### config.mk
export PLATFORM = sky130hd
export DESIGN_NAME = shb_arbiter2_flat
export DESIGN_NICKNAME = d
export VERILOG_FILES = /design/src/rtl/shb_arbiter2_if.sv /design/src/rtl/shb_arbiter2.sv /design/src/flat_wrapper.sv
export SDC_FILE = /design/constraint.sdc
export NUM_CORES = 1
export LEC_CHECK = 0
export CORE_MARGIN = 2
export CORE_UTILIZATION = 28
export DETAILED_ROUTE_END_ITERATION = 6
export GPL_ROUTABILITY_DRIVEN = 0
export HOLD_SLACK_MARGIN = 0.1
export PLACE_DENSITY = 0.95
export SETUP_SLACK_MARGIN = 0.4
export SKIP_LAST_GASP = 1
export SYNTH_ARGS = -nofsm -noshare
export SYNTH_HDL_FRONTEND = slang
export SYNTH_SLANG_ARGS = --single-unit
### constraint.sdc
create_clock -name hclk -period 4.6 [get_ports hclk]
set_clock_uncertainty 0.15 [all_clocks]
set_input_delay 1.15 -clock hclk [delete_from_list [all_inputs] [get_ports hclk]]
set_output_delay 1.15 -clock hclk [all_outputs]
set_load 0.01 [all_outputs]
### src/rtl/shb_arbiter2_if.sv
// Bus bundle between the two masters, the arbiter and the slave decode.
// The master modport is the arbiter's view: it masters the slave-side bus and
// answers the two requesting masters. The slave modport is the opposite view.
interface shb_arbiter2_if #(
    parameter int unsigned ADDR_WID = 32
);
    logic [ADDR_WID-1:0] m0_haddr;
    logic [ADDR_WID-1:0] m1_haddr;
    logic                m0_hwrite;
    logic                m1_hwrite;
    logic                m0_hburst;
    logic                m1_hburst;
    logic                m0_htrans;
    logic                m1_htrans;
    logic [7:0]          m0_hwdata;
    logic [7:0]          m1_hwdata;
    logic                m0_hready;
    logic                m1_hready;
    logic                m0_hresp;
    logic                m1_hresp;
    logic [7:0]          m0_hrdata;
    logic [7:0]          m1_hrdata;

    logic [ADDR_WID-1:0] s_haddr;
    logic                s_hwrite;
    logic                s_hburst;
    logic                s_htrans;
    logic [7:0]          s_hwdata;
    logic                s_hready;
    logic                s_hresp;
    logic [7:0]          s_hrdata;

    logic                owner;
    logic                dvalid;

    modport master (
        input  m0_haddr, m1_haddr, m0_hwrite, m1_hwrite, m0_hburst, m1_hburst,
        input  m0_htrans, m1_htrans, m0_hwdata, m1_hwdata,
        output m0_hready, m1_hready, m0_hresp, m1_hresp, m0_hrdata, m1_hrdata,
        output s_haddr, s_hwrite, s_hburst, s_htrans, s_hwdata,
        input  s_hready, s_hresp, s_hrdata,
        output owner, dvalid
    );

    modport slave (
        output m0_haddr, m1_haddr, m0_hwrite, m1_hwrite, m0_hburst, m1_hburst,
        output m0_htrans, m1_htrans, m0_hwdata, m1_hwdata,
        input  m0_hready, m1_hready, m0_hresp, m1_hresp, m0_hrdata, m1_hrdata,
        input  s_haddr, s_hwrite, s_hburst, s_htrans, s_hwdata,
        output s_hready, s_hresp, s_hrdata,
        input  owner, dvalid
    );
endinterface

### src/rtl/shb_arbiter2.sv
// Two-master round-robin arbiter for the 8-bit SHB. Address-phase and
// data-phase ownership are tracked separately so a handover overlaps the old
// owner's data phase with the new owner's address phase.
module shb_arbiter2 #(
    parameter int unsigned ADDR_WID = 32,
    parameter int unsigned MAX_HOLD = 16
) (
    input  logic           hclk,
    input  logic           hreset_n,
    shb_arbiter2_if.master bus
);
    // Last beat index a locked burst may take while the other master waits.
    localparam logic [7:0] HoldLast = 8'(MAX_HOLD - 1);

    logic                r_owner;
    logic                r_downer;
    logic                r_dvalid;
    logic [7:0]          r_cnt;

    logic                w_own_req;
    logic                w_own_burst;
    logic                w_oth_req;
    logic                w_switch;
    logic                w_d0;
    logic                w_d1;
    logic [ADDR_WID-1:0] w_own_addr;

    // Request decode relative to the current address-phase owner.
    always_comb begin
        w_own_req   = r_owner ? bus.m1_htrans : bus.m0_htrans;
        w_own_burst = r_owner ? bus.m1_hburst : bus.m0_hburst;
        w_oth_req   = r_owner ? bus.m0_htrans : bus.m1_htrans;
        w_own_addr  = r_owner ? bus.m1_haddr  : bus.m0_haddr;
        w_switch    = w_oth_req & (~w_own_req | ~w_own_burst | (r_cnt == HoldLast));
        w_d0        = r_dvalid & ~r_downer;
        w_d1        = r_dvalid & r_downer;
    end

    // Ownership state only advances on accepted cycles; wait states freeze it.
    always_ff @(posedge hclk or negedge hreset_n) begin
        if (!hreset_n) begin
            r_owner  <= 1'b0;
            r_downer <= 1'b0;
            r_dvalid <= 1'b0;
            r_cnt    <= 8'd0;
        end else if (bus.s_hready) begin
            r_dvalid <= w_own_req;
            r_downer <= r_owner;
            if (w_switch) begin
                r_owner <= ~r_owner;
                r_cnt   <= 8'd0;
            end else if (w_own_req && w_own_burst) begin
                // Uncontested bursts run on; the counter parks at the last index.
                r_cnt <= (r_cnt == HoldLast) ? r_cnt : r_cnt + 8'd1;
            end else begin
                r_cnt <= 8'd0;
            end
        end
    end

    // Address/write muxes to the slave and per-master response steering.
    always_comb begin
        bus.s_haddr   = w_own_addr;
        bus.s_hwrite  = r_owner ? bus.m1_hwrite : bus.m0_hwrite;
        bus.s_hburst  = w_own_burst;
        bus.s_htrans  = w_own_req;
        bus.s_hwdata  = r_downer ? bus.m1_hwdata : bus.m0_hwdata;

        // A waiting non-owner sees hready low and holds its address.
        bus.m0_hready = bus.s_hready & (~r_owner | w_d0);
        bus.m1_hready = bus.s_hready & (r_owner | w_d1);
        bus.m0_hresp  = w_d0 & bus.s_hresp;
        bus.m1_hresp  = w_d1 & bus.s_hresp;
        bus.m0_hrdata = w_d0 ? bus.s_hrdata : 8'h00;
        bus.m1_hrdata = w_d1 ? bus.s_hrdata : 8'h00;

        bus.owner     = r_owner;
        bus.dvalid    = r_dvalid;
    end
endmodule

### src/flat_wrapper.sv
// flat-port wrapper written by rule: the top's interface ports become plain ports
module shb_arbiter2_flat 
#(
    parameter int unsigned ADDR_WID = 32,
    parameter int unsigned MAX_HOLD = 16
)
  (hclk, hreset_n, bus_m0_haddr, bus_m1_haddr, bus_m0_hwrite, bus_m1_hwrite, bus_m0_hburst, bus_m1_hburst, bus_m0_htrans, bus_m1_htrans, bus_m0_hwdata, bus_m1_hwdata, bus_m0_hready, bus_m1_hready, bus_m0_hresp, bus_m1_hresp, bus_m0_hrdata, bus_m1_hrdata, bus_s_haddr, bus_s_hwrite, bus_s_hburst, bus_s_htrans, bus_s_hwdata, bus_s_hready, bus_s_hresp, bus_s_hrdata, bus_owner, bus_dvalid);
  shb_arbiter2_if #(.ADDR_WID(ADDR_WID)) bus_i ();
  input  logic hclk;
  input  logic hreset_n;
  input wire logic [$bits(bus_i.m0_haddr)-1:0] bus_m0_haddr;
  input wire logic [$bits(bus_i.m1_haddr)-1:0] bus_m1_haddr;
  input wire logic [$bits(bus_i.m0_hwrite)-1:0] bus_m0_hwrite;
  input wire logic [$bits(bus_i.m1_hwrite)-1:0] bus_m1_hwrite;
  input wire logic [$bits(bus_i.m0_hburst)-1:0] bus_m0_hburst;
  input wire logic [$bits(bus_i.m1_hburst)-1:0] bus_m1_hburst;
  input wire logic [$bits(bus_i.m0_htrans)-1:0] bus_m0_htrans;
  input wire logic [$bits(bus_i.m1_htrans)-1:0] bus_m1_htrans;
  input wire logic [$bits(bus_i.m0_hwdata)-1:0] bus_m0_hwdata;
  input wire logic [$bits(bus_i.m1_hwdata)-1:0] bus_m1_hwdata;
  output wire logic [$bits(bus_i.m0_hready)-1:0] bus_m0_hready;
  output wire logic [$bits(bus_i.m1_hready)-1:0] bus_m1_hready;
  output wire logic [$bits(bus_i.m0_hresp)-1:0] bus_m0_hresp;
  output wire logic [$bits(bus_i.m1_hresp)-1:0] bus_m1_hresp;
  output wire logic [$bits(bus_i.m0_hrdata)-1:0] bus_m0_hrdata;
  output wire logic [$bits(bus_i.m1_hrdata)-1:0] bus_m1_hrdata;
  output wire logic [$bits(bus_i.s_haddr)-1:0] bus_s_haddr;
  output wire logic [$bits(bus_i.s_hwrite)-1:0] bus_s_hwrite;
  output wire logic [$bits(bus_i.s_hburst)-1:0] bus_s_hburst;
  output wire logic [$bits(bus_i.s_htrans)-1:0] bus_s_htrans;
  output wire logic [$bits(bus_i.s_hwdata)-1:0] bus_s_hwdata;
  input wire logic [$bits(bus_i.s_hready)-1:0] bus_s_hready;
  input wire logic [$bits(bus_i.s_hresp)-1:0] bus_s_hresp;
  input wire logic [$bits(bus_i.s_hrdata)-1:0] bus_s_hrdata;
  output wire logic [$bits(bus_i.owner)-1:0] bus_owner;
  output wire logic [$bits(bus_i.dvalid)-1:0] bus_dvalid;
  assign bus_i.m0_haddr = bus_m0_haddr;
  assign bus_i.m1_haddr = bus_m1_haddr;
  assign bus_i.m0_hwrite = bus_m0_hwrite;
  assign bus_i.m1_hwrite = bus_m1_hwrite;
  assign bus_i.m0_hburst = bus_m0_hburst;
  assign bus_i.m1_hburst = bus_m1_hburst;
  assign bus_i.m0_htrans = bus_m0_htrans;
  assign bus_i.m1_htrans = bus_m1_htrans;
  assign bus_i.m0_hwdata = bus_m0_hwdata;
  assign bus_i.m1_hwdata = bus_m1_hwdata;
  assign bus_m0_hready = bus_i.m0_hready;
  assign bus_m1_hready = bus_i.m1_hready;
  assign bus_m0_hresp = bus_i.m0_hresp;
  assign bus_m1_hresp = bus_i.m1_hresp;
  assign bus_m0_hrdata = bus_i.m0_hrdata;
  assign bus_m1_hrdata = bus_i.m1_hrdata;
  assign bus_s_haddr = bus_i.s_haddr;
  assign bus_s_hwrite = bus_i.s_hwrite;
  assign bus_s_hburst = bus_i.s_hburst;
  assign bus_s_htrans = bus_i.s_htrans;
  assign bus_s_hwdata = bus_i.s_hwdata;
  assign bus_i.s_hready = bus_s_hready;
  assign bus_i.s_hresp = bus_s_hresp;
  assign bus_i.s_hrdata = bus_s_hrdata;
  assign bus_owner = bus_i.owner;
  assign bus_dvalid = bus_i.dvalid;
  shb_arbiter2 #(.ADDR_WID(ADDR_WID), .MAX_HOLD(MAX_HOLD)) u_core (.hclk(hclk), .hreset_n(hreset_n), .bus(bus_i));
endmodule
======== Word-level counts from Yosys, hierarchy flattened ========
Index checks and enable logic that the tools add are counted.
operators by class
  divide/modulo/power cells ............... 0
  $add $sub $neg .......................... 1
  bitwise logic cells ..................... 15
  equality and inequality tests ........... 2
  shift-type cells ........................ 0
  muxes and demuxes ....................... 11
  multiply operators ...................... 0
  reduce and logical (&&, ||, !) cells .... 3
  order comparisons ....................... 0
operators with widths
  operator                                              count
  2-to-1 mux 8 bit                                      6
  2-to-1 mux 32 bit                                     1
  adder 8 x 1 -> 8 bit (second input constant)          1
  equality test 8 x 4 -> 1 bit (second input constant)  1
  bitwise AND 1 bit                                     7
  2-to-1 mux 1 bit                                      4
  NOT 1 bit                                             4
  bitwise OR 1 bit                                      4
  AND reduction 2 bit                                   2
  != test 3 x 2 -> 1 bit (second input constant)        1
  logical AND 1 bit                                     1
storage, ports and cells
  memory bits (read-only) ................. 0
  bits in latches ......................... 0
  memories ................................ 0
  memory bits (writable) .................. 0
  input port bits ......................... 98
  register bits ........................... 11
  output and inout bits ................... 65

======== Logic depth before layout (Yosys ltp) ========
  word-level depth ........................ 7
  mapped depth ............................ 5
  mapped depth without buffers ............ 5

======== Worst setup path after synthesis ========
Ideal clock, no wire load.
  path kind ............................... in2out
  from .................................... in bus_s_hready
  to ...................................... out bus_m0_hready
  stages on the path ...................... 3
  buffers on the path ..................... 1
  data arrival time ....................... 1.659 ns
  slack ................................... 1.641 ns
  path through ............................ buf_2 clkinv_2 a21oi_1
between the ends
  longest elaborated chain between the ends .. 1
RTL lines
  element            line                RTL
  start, declared    flat_wrapper.sv:32  input wire logic [$bits(bus_i.s_hready)-1:0] bus_s_hready;
  bitwise AND 1 bit  shb_arbiter2.sv:70  bus.m0_hready = bus.s_hready & (~r_owner | w_d0);
  end, declared      flat_wrapper.sv:21  output wire logic [$bits(bus_i.m0_hready)-1:0] bus_m0_hready;
No other way between the ends.

======== Worst setup path in the final report ========
  from .................................... in bus_m0_htrans
  to ...................................... out bus_s_htrans
between the ends
  longest elaborated chain between the ends .. 1
RTL lines
  element           line                RTL
  start, declared   flat_wrapper.sv:17  input wire logic [$bits(bus_i.m0_htrans)-1:0] bus_m0_htrans;
  2-to-1 mux 1 bit  shb_arbiter2.sv:30  w_own_req = r_owner ? bus.m1_htrans : bus.m0_htrans;
  end, declared     flat_wrapper.sv:30  output wire logic [$bits(bus_i.s_htrans)-1:0] bus_s_htrans;
No other way between the ends.

==> results.yml <==
setup_path:
  reg2reg_from: "u_core.bus.owner$_DFFE_PN0P_"
  rrSetupSlack_ps: 2430
  cp.required_ps: 3300
  worst_path_most_repeated_cell: "clkdlybuf4s50_1"
  crit_path_top_delay_cell: "clkdlybuf4s50_1"
  critical_path.max_stage_delay_ps: 500
  cp_data_arrival_time_ps: 2500
  crit_chain: "clkdlybuf4s50_1, mux2_1, clkdlybuf4s50_1"
  cp-end-kind: "primary output"
  critPathLaunchType: "primary input"
  crit_fanout: 4
  crit_type: "primary input to primary output"
  r2r_cells: 5
  r2r_end: "u_core.r_cnt[0]$_DFFE_PN0P_"
yosys:
  synth.top_cells.by_count: "41 x mux2_2, 13 x and3_1, 11 x dfrtp_1"
  synth_cell_types: 32
  avgSynthCellArea_um2: 9.95
  ys.flop_type: "dfrtp_1"
  synthTopCellsByArea: "mux2_2 36%, dfrtp_1 21%, and3_1 6.3%"
  synth-compound-area-share: 0.0948
  synthCells: 130
  syn-num-nets: 229
  ys_ff_latch: 11
  synthMuxAreaShare: 0.432
  synth_top_area_share: 0.357
  yosysWarnings: 0
  synth_edf_count: 0
  seq_area_frac_synth: 0.213
  synth_area_mm2: 0.00129
  synth_top_area_cell: "mux2_2"
  synth.most_common_cell: "mux2_2"
  synth_xor_area_frac: 0
  yosys.area_share.simple: 0.206
  async_flop_share: 1.00
  synth_top_family_by_area: "multiplexers"
  synth_fa_ha_area_frac: 0.00967
clock_network:
  holdBufCountCts: 0
  htreeDepth: 1
  cts_resized: 0
  cts_tree: "built"
  cts_num_sinks: 11
  cts_buffers: 3
  post_cts_buffers: 0
  path_clk_slew_ps: 50
  cts_buffer_depth: 2
  clkLatencyLatePin_ps: 230
  cts_root_buffer: "clkbuf_8"
worst_hold_path:
  min-delay-start: "u_core.r_cnt[1]$_DFFE_PN0P_"
  min_delay_worst_endpoint: "u_core.r_cnt[1]$_DFFE_PN0P_"
  min_path_cells: 1
  hp-class: "register to register"
route:
  viasPerCell: 4.96
  ant_nets: 0
  first_iter_violations: 26
  first_pass_iters: 4
  drt_wl_total_um: 5670
  wl_per_cell_um: 16.6
  vias: 1692
  drc: 0
global_routing:
  grt_first_pass_wirelength_um: 8700
  grt_overflow: 0
  grt_max_degree: 26
  first_global_vias: 1764
  antenna_found_initial: 0
  track_usage: 0.215
sta:
  max_slew_margin: 0.455
  worst_slew_pin_slew_ps: 818
  timing.final.crit_share: 0.827
  fmax_mhz: 263
  fin_crit_ps: 3800
  finalSetupViolations: 0
  slew_viol_final: 0
  rsz0062_at_grt: "false"
  hold_violations: 0
  fin_tns_setup_ps: 0
floorplan:
  io_pins: 163
  die_area_mm2: 0.00518
  dieWidth_um: 72.0
  start_util: 0.293
  coreArea_mm2: 0.00441
  rows: 24
  die_y_um: 72.0
place:
  placed_cells: 337
  dp_hpwl_um: 4770
  io_buffers: 162
outcome:
  status: "completed"
final_layout:
  layout-drive-gt1-share: 0.180
  nFillCells: 355
  antenna_cells: 0
  stdcell_count: 341
  area_growth_pct: 132
  ff_latch_area_um2: 275
  multi_input_area_um2: 961
  fin_nets: 389
run:
  cap_violations: 0
power_and_ir_drop:
  switching_share: 0.352
  p_switching_mw: 0.368
  pwr-share-comb: 0.742
  power_density_mw_per_mm2: 348
  clockPowerShare: 0.090
  intPower_mw: 0.679
  peakVddDrop_v: 0.000223
  pwr-share-seq: 0.168
  leakagePower_nw: 1.21
-- worst max-delay path: cells and delay by family --
kind | cells | cell delay (ps)
buf+inv | 2 | 1000
mux | 1 | 360
-- state kept, by name (all words and copies together), names as in the netlist --
name	cells
u_core.r_downer	1
u_core.r_cnt	8
u_core.bus.owner	1
u_core.bus.dvalid	1
-- power by group through the flow --
stage / logic, mW / registers [mW] / clock network (mW)
floorplan: 0.399 / 0.126 / 0
global placement: 0.769 / 0.179 / 0
detailed placement: 0.780 / 0.179 / 0
CTS: 0.785 / 0.178 / 0.0962
global route: 0.819 / 0.187 / 0.102
finish: 0.776 / 0.176 / 0.0942
-- stage by stage --
stage	utilization	setup WS [ps]	hold WS [ps]	power [mW]	instance area [um^2]
floorplan	-	1640	361	0.525	1290
finish	0.681	795	425	1.05	3000
detailed placement	0.670	805	400	0.958	2960
global placement	0.670	853	387	0.948	2960
global route	0.681	743	454	1.11	3000
CTS	0.681	799	421	1.06	3000
-- worst max-delay path by stage --
| stage | end | start | slack [ps] | cells after the start |
|---|---|---|---|---|
| after CTS | bus_s_htrans | bus_m0_htrans | 800 | 3 |
| after detailed placement | bus_s_htrans | bus_m0_htrans | 800 | 3 |
| after global routing | bus_m0_hready | bus_s_hready | 740 | 4 |
| after global placement | bus_m0_hready | bus_s_hready | 850 | 4 |
| final | bus_s_htrans | bus_m0_htrans | 800 | 3 |
| after floorplan | bus_m0_hready | bus_s_hready | 1640 | 3 |
-- cell families after synthesis --
| kind of cell | Yosys count |
|---|---|
| AO/OA/AOI/OAI | 16 |
| adder cells (fa/ha/maj) | 1 |
| buffers and inverters | 11 |
| flip-flops | 11 |
| multiplexers | 50 |
| AND/OR/NAND/NOR | 41 |
-- cell type report --
class,count,area share
flip-flops and latches,11,0.0916
well taps,52,0.0217
repair buffers,164,0.549
multi-input cells,108,0.320
inverters,2,0.00292
clock buffers,4,0.0150
-- cells in the final DEF, fill, tap and decap left out, drive strengths merged --
cell           instances
nor2                   5
nand4                  1
nand3b                 1
nor3                   1
mux2                  47
o2bb2ai                3
clkinv                 1
a21oi                  3
and3                  13
nor4                   2
mux2i                  3
nand2b                 1
nand2                  1
ha                     1
buf                    2
a31oi                  1
a21o                   1
nor2b                  2
a22o                   4
inv                    1
clkbuf                 4
clkdlybuf4s50        162
nand3                  4
dfrtp                 11
and2                  10
o21ai                  4
-- per-layer routing --
metal,up-vias,global-route usage,routed length [um]
li1,802,-,-
met5,-,0,0
met3,16,0.0764,659
met4,0,0.0922,235
met1,760,0.210,1940
met2,114,0.406,2830
(Power assumes the default switching activity.)
==> RTL edit (config.mk and constraints unchanged) <==
Make the reset (`hreset_n`) synchronous in one clocked block.
--- a/src/rtl/shb_arbiter2.sv
+++ b/src/rtl/shb_arbiter2.sv
@@ -39,3 +39,3 @@
     // Ownership state only advances on accepted cycles; wait states freeze it.
-    always_ff @(posedge hclk or negedge hreset_n) begin
+    always_ff @(posedge hclk) begin
         if (!hreset_n) begin
Behaviour: differs if hreset_n is asserted again (counterexample within 4 cycles, from zero or initial values and one cycle with hreset_n low); with hreset_n held inactive, the same outputs for 10 cycles.
==> RTL edit against the unedited design <==
Cell area up 0.62%. Synthesized area is 2.7% higher. Setup slack got worse by 190 ps. Routed wire length is 2.5% lower. Largest cell class unchanged. Sequential cell count stayed put. Maximum frequency decreased by 4.7%. Utilization down 3.2 points.
Power is not compared: it rests on default switching activity, and its combinational part moved more than twofold at a synthesized area within 25%.
==> RTL edit: results (changes against the unedited design) <==
[cts]
clockBufferDepth=2  ; unchanged
post_cts_resized=0  ; unchanged
cts_root_buffer=clkbuf_8
cts_made_buffers=3  ; unchanged
clk_pin_slew_ps=50  ; about the same

[finish]
num-fill-cells=396  ; +12%
nNetsFinal=408  ; +4.9%
seqCellArea_um2=221  ; -20%
inv_count=2  ; unchanged
top_register=u_core.r_cnt
comb.multi_input.count=128  ; +19%
buf_share_pct=53.9  ; -1.0 points
drive_above_1_share_pct=17.2  ; -0.79 points
largest_reg_flops=8  ; unchanged
nNonClkBuffers=163  ; -0.61%
clk_share_pct=1.49  ; -0.0093 points
multiInputGateArea_um2=1050  ; +9.5%

[global_routing]
grt_pass1_wl_mm=8.06  ; -7.4%
use_met3_pct=4.14  ; -3.5 points
grt_use_met1_pct=22.5  ; +1.5 points
grt_use_met2_pct=33.8  ; -6.8 points
grt_pass1_vias=1715  ; -2.8%
grt_use_total_pct=19.1  ; -2.5 points

[setup_path]
crit_path_start=bus_s_hready
cpPeakStageDelay_ps=750  ; +250 ps
r2r-start=u_core.bus.owner$_SDFFE_PN0P_
worstPathMaxFanout=10  ; +6
critPathTopFamily=buffers and inverters
crit_arrival_ps=2690  ; +190 ps

[synth]
yosys-top-cells-area=mux2_2 36%, dfxtp_1 17%, and3_1 4.7%
seq_area_frac_synth_pct=16.6  ; -4.7 points
synth_nets=251  ; +9.6%
avgSynthCellArea_um2=8.74  ; -12%
ys_top_cells_by_count=43 x mux2_2, 11 x dfxtp_1, 10 x and3_1
yosysTopAreaCellShare_pct=36.4  ; +0.75 points
synth_flop_cell=dfxtp_1
yosys.cell_types.count=41  ; +28%
synthArstFlopShare_pct=0  ; -100 points

[floorplan]
dieArea_um2=5310  ; +2.6%

[sta]
tightest_slew_ps=647  ; -171 ps

[placed_design]
post-dp-hpwl_mm=4.51  ; -5.4%
place_area_um2=2980  ; +0.63%
placedCellCount=358  ; +6.2%

[min_path]
worstHoldStart=u_core.r_cnt[3]$_SDFFE_PN0P_
hold_class=flip-flop to flip-flop

[routing]
drt_pass1_iterations=4  ; unchanged
vias=1800  ; +6.4%
routed_wl_mm=5.53  ; -2.5%
drt_iter0_markers=43  ; +65%
viasPerCell=4.97  ; +0.21%

[run_status]
status=finished, final reports clean

[power_and_ir_drop]
seq-power_w=0.000107

RTL edit: cell types whose count changed after synthesis, moves of 3 or more:
cell       before  now
dfxtp_1         0   11
nor2b_1         2    5
o21ai_0         1    7
mux2_1          6    0
nor2_1          4    1
o2bb2ai_1       3    0
o21a_1          0    3
and3_1         13   10
dfrtp_1        11    0
buf_1           0    3
buf_2           6    3
nand2_1         1    8
RTL edit: kinds of logic (layout without fill, tap and decap cells):
| group | count (synthesis) | count (layout) | share of synthesized area [%] |
|---|---|---|---|
| simple gates | 54 | 54 | 25.0 |
| compound gates | 27 | 27 | 14.6 |
| fa+ha+maj | 1 | 1 | 0.941 |
| buf+inv | 13 | 169 | 4.24 |
| flops | 11 | 11 | 16.6 |
| mux | 46 | 46 | 38.7 |
RTL edit: worst paths after layout:
check                                                     to  slack [ps]  cells past startpoint
worst max register to register  u_core.r_cnt[7]$_SDFFE_PN0P_        2150                      5
worst min register to register  u_core.r_cnt[3]$_SDFFE_PN0P_         330                      1
worst max-delay path                           bus_m1_hready         610                      3
worst min-delay path            u_core.r_cnt[3]$_SDFFE_PN0P_         330                      1
RTL edit: through the flow:
step / power, W / setup slack, ps / utilization [%] / hold slack (ps)
after floorplan: 0.000193 / 1620 / - / 292
after detailed placement: 0.000360 / 637 / 63.9 / 322
final: 0.000457 / 607 / 64.9 / 332
after global routing: 0.000480 / 544 / 64.9 / 352
after global placement: 0.000357 / 672 / 63.9 / 320
after CTS: 0.000462 / 634 / 64.9 / 337
RTL edit: worst reg2reg max path: cells and delay by family (launching register included):
kind	cells	cell delay [ps]
AND/OR/NAND/NOR	2	390
buffers and inverters	1	390
AO/OA/AOI/OAI	2	750
flip-flops	1	680
RTL edit: routing by layer:
layer,share of wire (%),wire length (µm)
met5,0,0
met4,1.5,82
met3,8.7,479
met2,51,2830
met1,39,2130
